===== src/rtl/alu_op_sequencer.sv =====
// Request/response front end for the ALU control unit: loads operands, starts the unit,
// waits for final (with timeout) and returns the result. Define ALU_SEQ_DIV0_CHECK_EN for early div-by-zero errors.
module alu_op_sequencer #(
  parameter int W              = 8,
  parameter int TIMEOUT_CYCLES = 64
) (
  input  logic           clk,
  input  logic           rst,
  input  logic           req_valid,
  output logic           req_ready,
  input  logic [1:0]     req_op,
  input  logic [W-1:0]   req_a,
  input  logic [W-1:0]   req_b,
  output logic           dp_ld,
  output logic [W-1:0]   dp_a,
  output logic [W-1:0]   dp_b,
  output logic           cu_start,
  output logic [1:0]     cu_op,
  input  logic [3:0]     cu_state,
  input  logic           cu_final,
  input  logic [2*W-1:0] dp_result,
  output logic           rsp_valid,
  input  logic           rsp_ready,
  output logic [2*W-1:0] rsp_result,
  output logic [1:0]     rsp_op,
  output logic           rsp_err
);

  localparam int CW = $clog2(TIMEOUT_CYCLES) + 1;
  localparam logic [CW-1:0] TO_LAST = CW'(TIMEOUT_CYCLES - 1);

  typedef enum logic [2:0] {IDLE, LOAD, START, RUN, RESP, DRAIN} state_t;

  state_t        state, next_state;
  logic [1:0]    op_q;
  logic [CW-1:0] cnt;
  logic          accept, div0, cap_ok, cap_err, cnt_clr;
  logic          cu_idle, timeout;

  assign cu_idle   = (cu_state == 4'd0);
  assign timeout   = (cnt == TO_LAST);
  assign cu_op     = op_q;
  assign rsp_valid = (state == RESP);

  // NOTE: sequential state uses non-blocking assignments so every flop samples pre-edge values.
  always_ff @(posedge clk or posedge rst) begin
    if (rst) state <= IDLE;
    else     state <= next_state;
  end

  // NOTE: every output of this block gets a default first, so no path can infer a latch.
  always_comb begin
    next_state = state;
    req_ready  = 1'b0;
    dp_ld      = 1'b0;
    cu_start   = 1'b0;
    accept     = 1'b0;
    div0       = 1'b0;
    cap_ok     = 1'b0;
    cap_err    = 1'b0;
    cnt_clr    = 1'b0;
    case (state)
      IDLE: begin
        req_ready = cu_idle;
        if (req_valid && cu_idle) begin
          accept     = 1'b1;
          next_state = LOAD;
`ifdef ALU_SEQ_DIV0_CHECK_EN
          if (req_op == 2'b11 && req_b == '0) begin
            div0       = 1'b1;
            next_state = RESP;
          end
`endif
        end
      end
      LOAD: begin
        dp_ld      = 1'b1;
        next_state = START;
      end
      START: begin
        // cu_start drops combinationally in the cycle the unit is seen leaving state 0.
        if (!cu_idle) begin
          cnt_clr    = 1'b1;
          next_state = RUN;
        end else begin
          cu_start = 1'b1;
          if (timeout) begin
            cap_err    = 1'b1;
            next_state = RESP;
          end
        end
      end
      RUN: begin
        if (cu_final) begin
          cap_ok     = 1'b1;
          next_state = RESP;
        end else if (timeout) begin
          cap_err    = 1'b1;
          next_state = RESP;
        end
      end
      RESP:    if (rsp_ready) next_state = DRAIN;
      DRAIN:   if (cu_idle)   next_state = IDLE;
      default: next_state = IDLE;
    endcase
  end

  // NOTE: operand and response registers are plain flops, so they all take the async reset.
  always_ff @(posedge clk or posedge rst) begin
    if (rst) begin
      op_q       <= '0;
      dp_a       <= '0;
      dp_b       <= '0;
      cnt        <= '0;
      rsp_result <= '0;
      rsp_op     <= '0;
      rsp_err    <= 1'b0;
    end else begin
      if (accept) op_q <= req_op;
      if (accept && !div0) begin
        dp_a <= req_a;
        dp_b <= req_b;
      end
      if (accept || cnt_clr)                 cnt <= '0;
      else if (state == START || state == RUN) cnt <= cnt + CW'(1);
      if (cap_ok) begin
        rsp_result <= dp_result;
        rsp_err    <= 1'b0;
        rsp_op     <= op_q;
      end else if (cap_err) begin
        rsp_result <= '0;
        rsp_err    <= 1'b1;
        rsp_op     <= op_q;
      end else if (div0) begin
        rsp_result <= '0;
        rsp_err    <= 1'b1;
        rsp_op     <= req_op;
      end
    end
  end

endmodule


===== config.mk =====
export PLATFORM = sky130hd
export DESIGN_NAME = alu_op_sequencer
export DESIGN_NICKNAME = d
export VERILOG_FILES = /design/src/rtl/alu_op_sequencer.sv
export SDC_FILE = /design/constraint.sdc
export NUM_CORES = 1
export LEC_CHECK = 0
export BUFFER_PORTS_ARGS = -buffer_cell sky130_fd_sc_hd__buf_2
export CELL_PAD_IN_SITES_DETAIL_PLACEMENT = 1
export CELL_PAD_IN_SITES_GLOBAL_PLACEMENT = 2
export CORE_MARGIN = 1
export CORE_UTILIZATION = 32
export DETAILED_ROUTE_END_ITERATION = 8
export PLACE_DENSITY = 0.88
export RECOVER_POWER = 50
export SLEW_MARGIN = 25
export SYNTH_ARGS = -nofsm -noshare
export SYNTH_HDL_FRONTEND = slang
export SYNTH_SLANG_ARGS = --single-unit

===== constraint.sdc =====
create_clock -name clk -period 4.43 [get_ports clk]
set_input_delay 0 -clock clk [delete_from_list [all_inputs] [get_ports clk]]
set_output_delay 0 -clock clk [all_outputs]
set_load 0.005 [all_outputs]

# --- After elaboration in Yosys (flattened, before gate mapping) ---
# Index checks and enable logic that the tools add are counted.
classes:
  add_sub_neg: 1
  n_eq_ne: 9
  muxes: 29
  n_reduce_logical: 8
op_table:
  columns: ["cell", "n"]
  rows:
  - ["two-way mux 16 bit", 2]
  - ["two-way mux 3 bit", 6]
  - ["one-hot mux 3 bit (6 select lines)", 1]
  - ["two-way mux 1 bit", 15]
  - ["two-way mux 7 bit", 2]
  - ["adder 7 x 1 -> 7 bit (second input constant)", 1]
  - ["== test 7 x 6 -> 1 bit (second input constant)", 1]
  - ["== test 3 x 2 -> 1 bit (second input constant)", 2]
  - ["== test 3 bit (second input constant)", 2]
  - ["logical NOT 4 bit", 1]
  - ["two-way mux 2 bit", 2]
  - ["inequality test 2 bit (second input constant)", 2]
  - ["nonzero test 2 bit", 2]
  - ["== test 3 x 1 -> 1 bit (second input constant)", 1]
  - ["logical NOT 3 bit", 1]
  - ["AND reduction 3 bit", 1]
  - ["logical OR 1 bit", 2]
  - ["inequality test 2 x 1 -> 1 bit (second input constant)", 1]
  - ["one-hot mux 1 bit (2 select lines)", 1]
  - ["logical AND 1 bit", 1]
totals:
  reg_bits: 47
  inputBits: 43
  word_cells: 55

# --- Longest topological paths before layout ---
depth:
  depth_word: 6
  mapped_depth: 6
  mapped_depth_nobuf: 5

# --- Least setup slack after synthesis ---
# OpenSTA, ideal clock, no wires.
synth_timing:
  path_type: "flip-flop to flip-flop"
  startpoint: "reg state[1]"
  endpoint: "reg rsp_result[0]"
  setup_time_ps: 121
  arrival_time_ps: 1618
  t_required_ps: 4309
  slack_ps: 2691
  stages_incl_launch_ff: 7
  path_buffers: 3
  period_less_slack_ps: 1739
  cell_sequence: "dfrtp_1 > clkbuf_1 > nor2b_1 > clkbuf_1 > o221ai_2 > buf_2 > a22o_1"
synth_via:
  elab_chain_cells: 3
  word_cells_on_any_way: 6
synth_lines:
  columns: ["element", "line_no", "text"]
  rows:
  - ["from (decl)", "34", "state_t state, next_state;"]
  - ["from (signal assigned)", "48", "else state <= next_state;"]
  - ["== test 3 x 2 -> 1 bit", "62", "case (state)"]
  - ["one-hot mux 1 bit (2 select lines) / two-way mux 1 bit (equally long branches)", "62", null]
  - ["nonzero test 2 bit (no line) / two-way mux 16 bit (equally long branches)", null, null]
  - ["to (signal assigned)", "127", "rsp_result <= dp_result;"]
  - ["to (decl)", "24", "output logic [2*W-1:0] rsp_result,"]
# Several ways; a longest one is shown, not always the timed one.
# A chain may end at the register's enable or synchronous reset.

# --- Final worst setup path ---
layout_timing:
  startpoint: "reg cnt[0]"
  endpoint: "reg rsp_op[1]"
layout_via:
  elab_chain_cells: 5
  word_cells_on_any_way: 6
layout_lines:
  columns: ["element", "line_no", "text"]
  rows:
  - ["from (decl)", "36", "logic [CW-1:0] cnt;"]
  - ["from (signal assigned)", "125", "else if (state == START || state == RUN) cnt <= cnt + CW'(1);"]
  - ["== test 7 x 6 -> 1 bit (*)", "41", "assign timeout = (cnt == TO_LAST);"]
  - ["two-way mux 1 bit (*)", "87, 97", null]
  - ["two-way mux 1 bit, on equally long branches", "94, 82", null]
  - ["one-hot mux 1 bit (2 select lines) (*)", "62", null]
  - ["nonzero test 2 bit (no line) (*)", null, null]
  - ["to (signal assigned)", "129", "rsp_op <= op_q;"]
  - ["to (signal assigned)", "133", "rsp_op <= op_q;"]
  - ["to (signal assigned)", "137", "rsp_op <= req_op;"]
  - ["to (decl)", "25", "output logic [1:0] rsp_op,"]
# Mark *: on every way between the ends. The rest lies on a longest branch, timed or not.

==> impl_metrics.env <==
export IMPL_outcome="finished with violations"
export IMPL_violations="max-capacitance violations, max-slew violations"
export IMPL_clock_path_buffers=2
export IMPL_synthTopCellsByArea="dfrtp_1, mux2_4, a22o_1"
export IMPL_synth_nets=196
export IMPL_rsz0062_at_grt="no"
export IMPL_vias_per_cell=4.835
export IMPL_multi_input_area_um2=773.2
export IMPL_synth_seq_cells=47
export IMPL_die_area_um2=6576
export IMPL_cp_end_kind="register"
export IMPL_layout_drive_gt1_share=0.3370
export IMPL_htreeDepth=2
export IMPL_slowest_stage="o221ai_2"
export IMPL_ioPinCount=84
export IMPL_synth_compound_gate_area_share=0.1144
export IMPL_cts_tree="yes"
export IMPL_finalSetupTns_ns=0
export IMPL_post_cts_setup_buffers=0
export IMPL_die_y_um=81.10
export IMPL_synth_edf_count=0
export IMPL_clock_latency_ns=0.30
export IMPL_ctsRootBufferMaster="clkbuf_8"
export IMPL_finalSetupViolCount=0
export IMPL_fillerInstances=683
export IMPL_grt_first_pass_wirelength_um=8928
export IMPL_ff2ff_path_depth=5
export IMPL_antenna_found_initial=0
export IMPL_netlist_area_um2=2002
export IMPL_drv_slew=48
export IMPL_core_area_um2=5991
export IMPL_initial_core_util=0.3342
export IMPL_crit_chain="ha_1 > nand4b_1 > nor3_2 > o221ai_2 > mux2_2"
export IMPL_cp_start_kind="register"
export IMPL_post_route_period_util=0.4879
export IMPL_p_per_area_nw_per_um2=518.2
export IMPL_synth_xor_area_frac=0.02625
export IMPL_routed_wl_um=5416
export IMPL_critPathMaxFanout=19
export IMPL_cpPeakStageDelay_ns=0.74
export IMPL_rr_endpoint="rsp_op[1]$_DFFE_PP0P_"
export IMPL_hold_violations=0
export IMPL_max_freq_ghz=0.4627
export IMPL_leakagePower_nw=1.425
export IMPL_first_pass_iters=4
export IMPL_r2r_start="cnt[0]$_DFFE_PP0P_"
export IMPL_ys_seq_area_frac=0.5875
export IMPL_numCtsBuffers=5
export IMPL_r2r_setup_slack_ns=2.27
export IMPL_synthSimpleGateAreaFrac=0.1069
export IMPL_synthAdderAreaFrac=0.006250
export IMPL_avgSynthCellArea_um2=13.17
export IMPL_fin_crit_ns=2.161
export IMPL_area_growth_synth_to_final_pct=43.87
export IMPL_grt_max_degree=48
export IMPL_synth_cell_types=37
export IMPL_synth_flop_cell="dfrtp_1"
export IMPL_row_count=28
export IMPL_yosysWarningCount=0
export IMPL_first_global_vias=1781
export IMPL_critical_path_required_ns=4.61
export IMPL_yosysTopAreaCell="dfrtp_1"
export IMPL_synthArstFlopShare=1.000
export IMPL_final_core_util=0.4808
export IMPL_path_class="register to register"
export IMPL_gr_total_overflow=0
export IMPL_synth_cells=152
export IMPL_hpwlAfterDp_um=3475
export IMPL_drtAntennaViolNets=0
export IMPL_remaining_drc_errors=0
export IMPL_drv_cap=1
export IMPL_cts_hold_buf=35
export IMPL_holdWs_ns=0.1043
export IMPL_cp_endpoint="rsp_op[1]$_DFFE_PP0P_"
export IMPL_place_gp_congestion=0.7048
export IMPL_ys_top_cells_by_count="dfrtp_1, a22o_1, mux2_2, mux2_4, nor2_1"
export IMPL_worstPathArrival_ns=2.34
export IMPL_port_buffers=83
export IMPL_synth_top_area_frac=0.5875
export IMPL_yosysMostFrequentCell="dfrtp_1"
export IMPL_post_cts_resized=0
export IMPL_critPathLaunch="cnt[0]$_DFFE_PP0P_"
export IMPL_track_usage=0.1830
export IMPL_synth_top_family_by_area="multiplexers"
export IMPL_clock_sinks=47
export IMPL_p_total_mw=1.493
export IMPL_clk_transition_reported_paths_ns=0.09
export IMPL_ir_drop_v=0.0002098
export IMPL_fin_worst_skew_ns=0.009585
export IMPL_drt_iter0_markers=97
export IMPL_die_x_um=81.10
export IMPL_wl_per_cell_um=15.65
export IMPL_synthMuxAreaShare=0.1313
export IMPL_tightest_slew_ns=2.054
export IMPL_min_path_type="input pin to register"
export IMPL_vias=1673
export IMPL_seqCellArea_um2=1176
export IMPL_final_nets=313
export IMPL_slew_headroom=-0.3767
-- state kept, by name, indices dropped and copies added, names as in the netlist --
register	count
rsp_result	16
dp_a	8
dp_b	8
cnt	7
state	3
cu_op	2
rsp_op	2
rsp_err	1
-- kinds of logic (layout without fill, tap and decap cells) --
group	Yosys count	in the layout
buf+inv	12	130
mux	20	20
xor+xnor	6	6
simple gates	38	38
fa+ha+maj	1	1
other cells	0	1
compound gates	28	28
flops	47	47
-- where the power goes --
part	total [mW]	switching (mW)	internal, mW
Clock	0.256	0.146	0.111
Combinational	0.518	0.237	0.281
Sequential	0.718	0.130	0.589
Total	1.49	0.513	0.980
-- area by class of cell --
class,count,area share
diodes,1,0.0008688
clock buffers,6,0.02520
clock inverters,2,0.004344
inverters,4,0.005647
multi-input cells,93,0.2685
flip-flops and latches,47,0.4083
well taps,75,0.03258
repair buffers,118,0.2546
-- layer usage --
metal / GRT usage / routed length [um]
met4: 0.05536 / 57
met1: 0.2195 / 2137
met5: 0 / 0
met3: 0.04719 / 300
met2: 0.3202 / 2920
-- stage by stage --
step                setup WS [ns]  std cells  instance area [um2]
floorplan                   2.691        152                 2002
global placement            2.353        302                 2471
detailed placement          2.272        302                 2474
CTS                         2.254        345                 2909
global route                2.077        345                 2878
finish                      2.269        346                 2880
-- worst min path at each step --
stage                   from                          to  slack (ns)  cells past startpoint
2_1_floorplan   dp_result[0]   rsp_result[0]$_DFFE_PP0P_        0.14                      1
3_3_place_gp    dp_result[5]   rsp_result[5]$_DFFE_PP0P_        0.23                      2
3_5_place_dp   dp_result[14]  rsp_result[14]$_DFFE_PP0P_        0.23                      2
4_1_cts             cu_final        state[1]$_DFFE_PP0P_        0.09                      3
5_1_grt             cu_final        state[1]$_DFFE_PP0P_        0.10                      3
6_report            cu_final        state[1]$_DFFE_PP0P_        0.10                      3
-- critical path, delay by kind of cell, from the launching register on --
| family | cells | cell delay (ns) |
|---|---|---|
| adders and majority gates | 1 | 0.24 |
| and+or+nand+nor | 2 | 0.24 |
| AOI/OAI and AO/OA | 1 | 0.74 |
| muxes | 1 | 0.41 |
| DFF | 1 | 0.42 |
-- cell usage in the layout (no fill, tap or decap), types with 4 or more instances in the layout --
cell / count
mux2_4: 10
mux2_2: 10
a22o_1: 16
nand2_1: 8
buf_2: 57
dlygate4sd3_1: 35
nor2_1: 9
clkbuf_8: 5
xor2_1: 4
dfrtp_1: 47
clkbuf_1: 27
(Power assumes the default switching activity.)
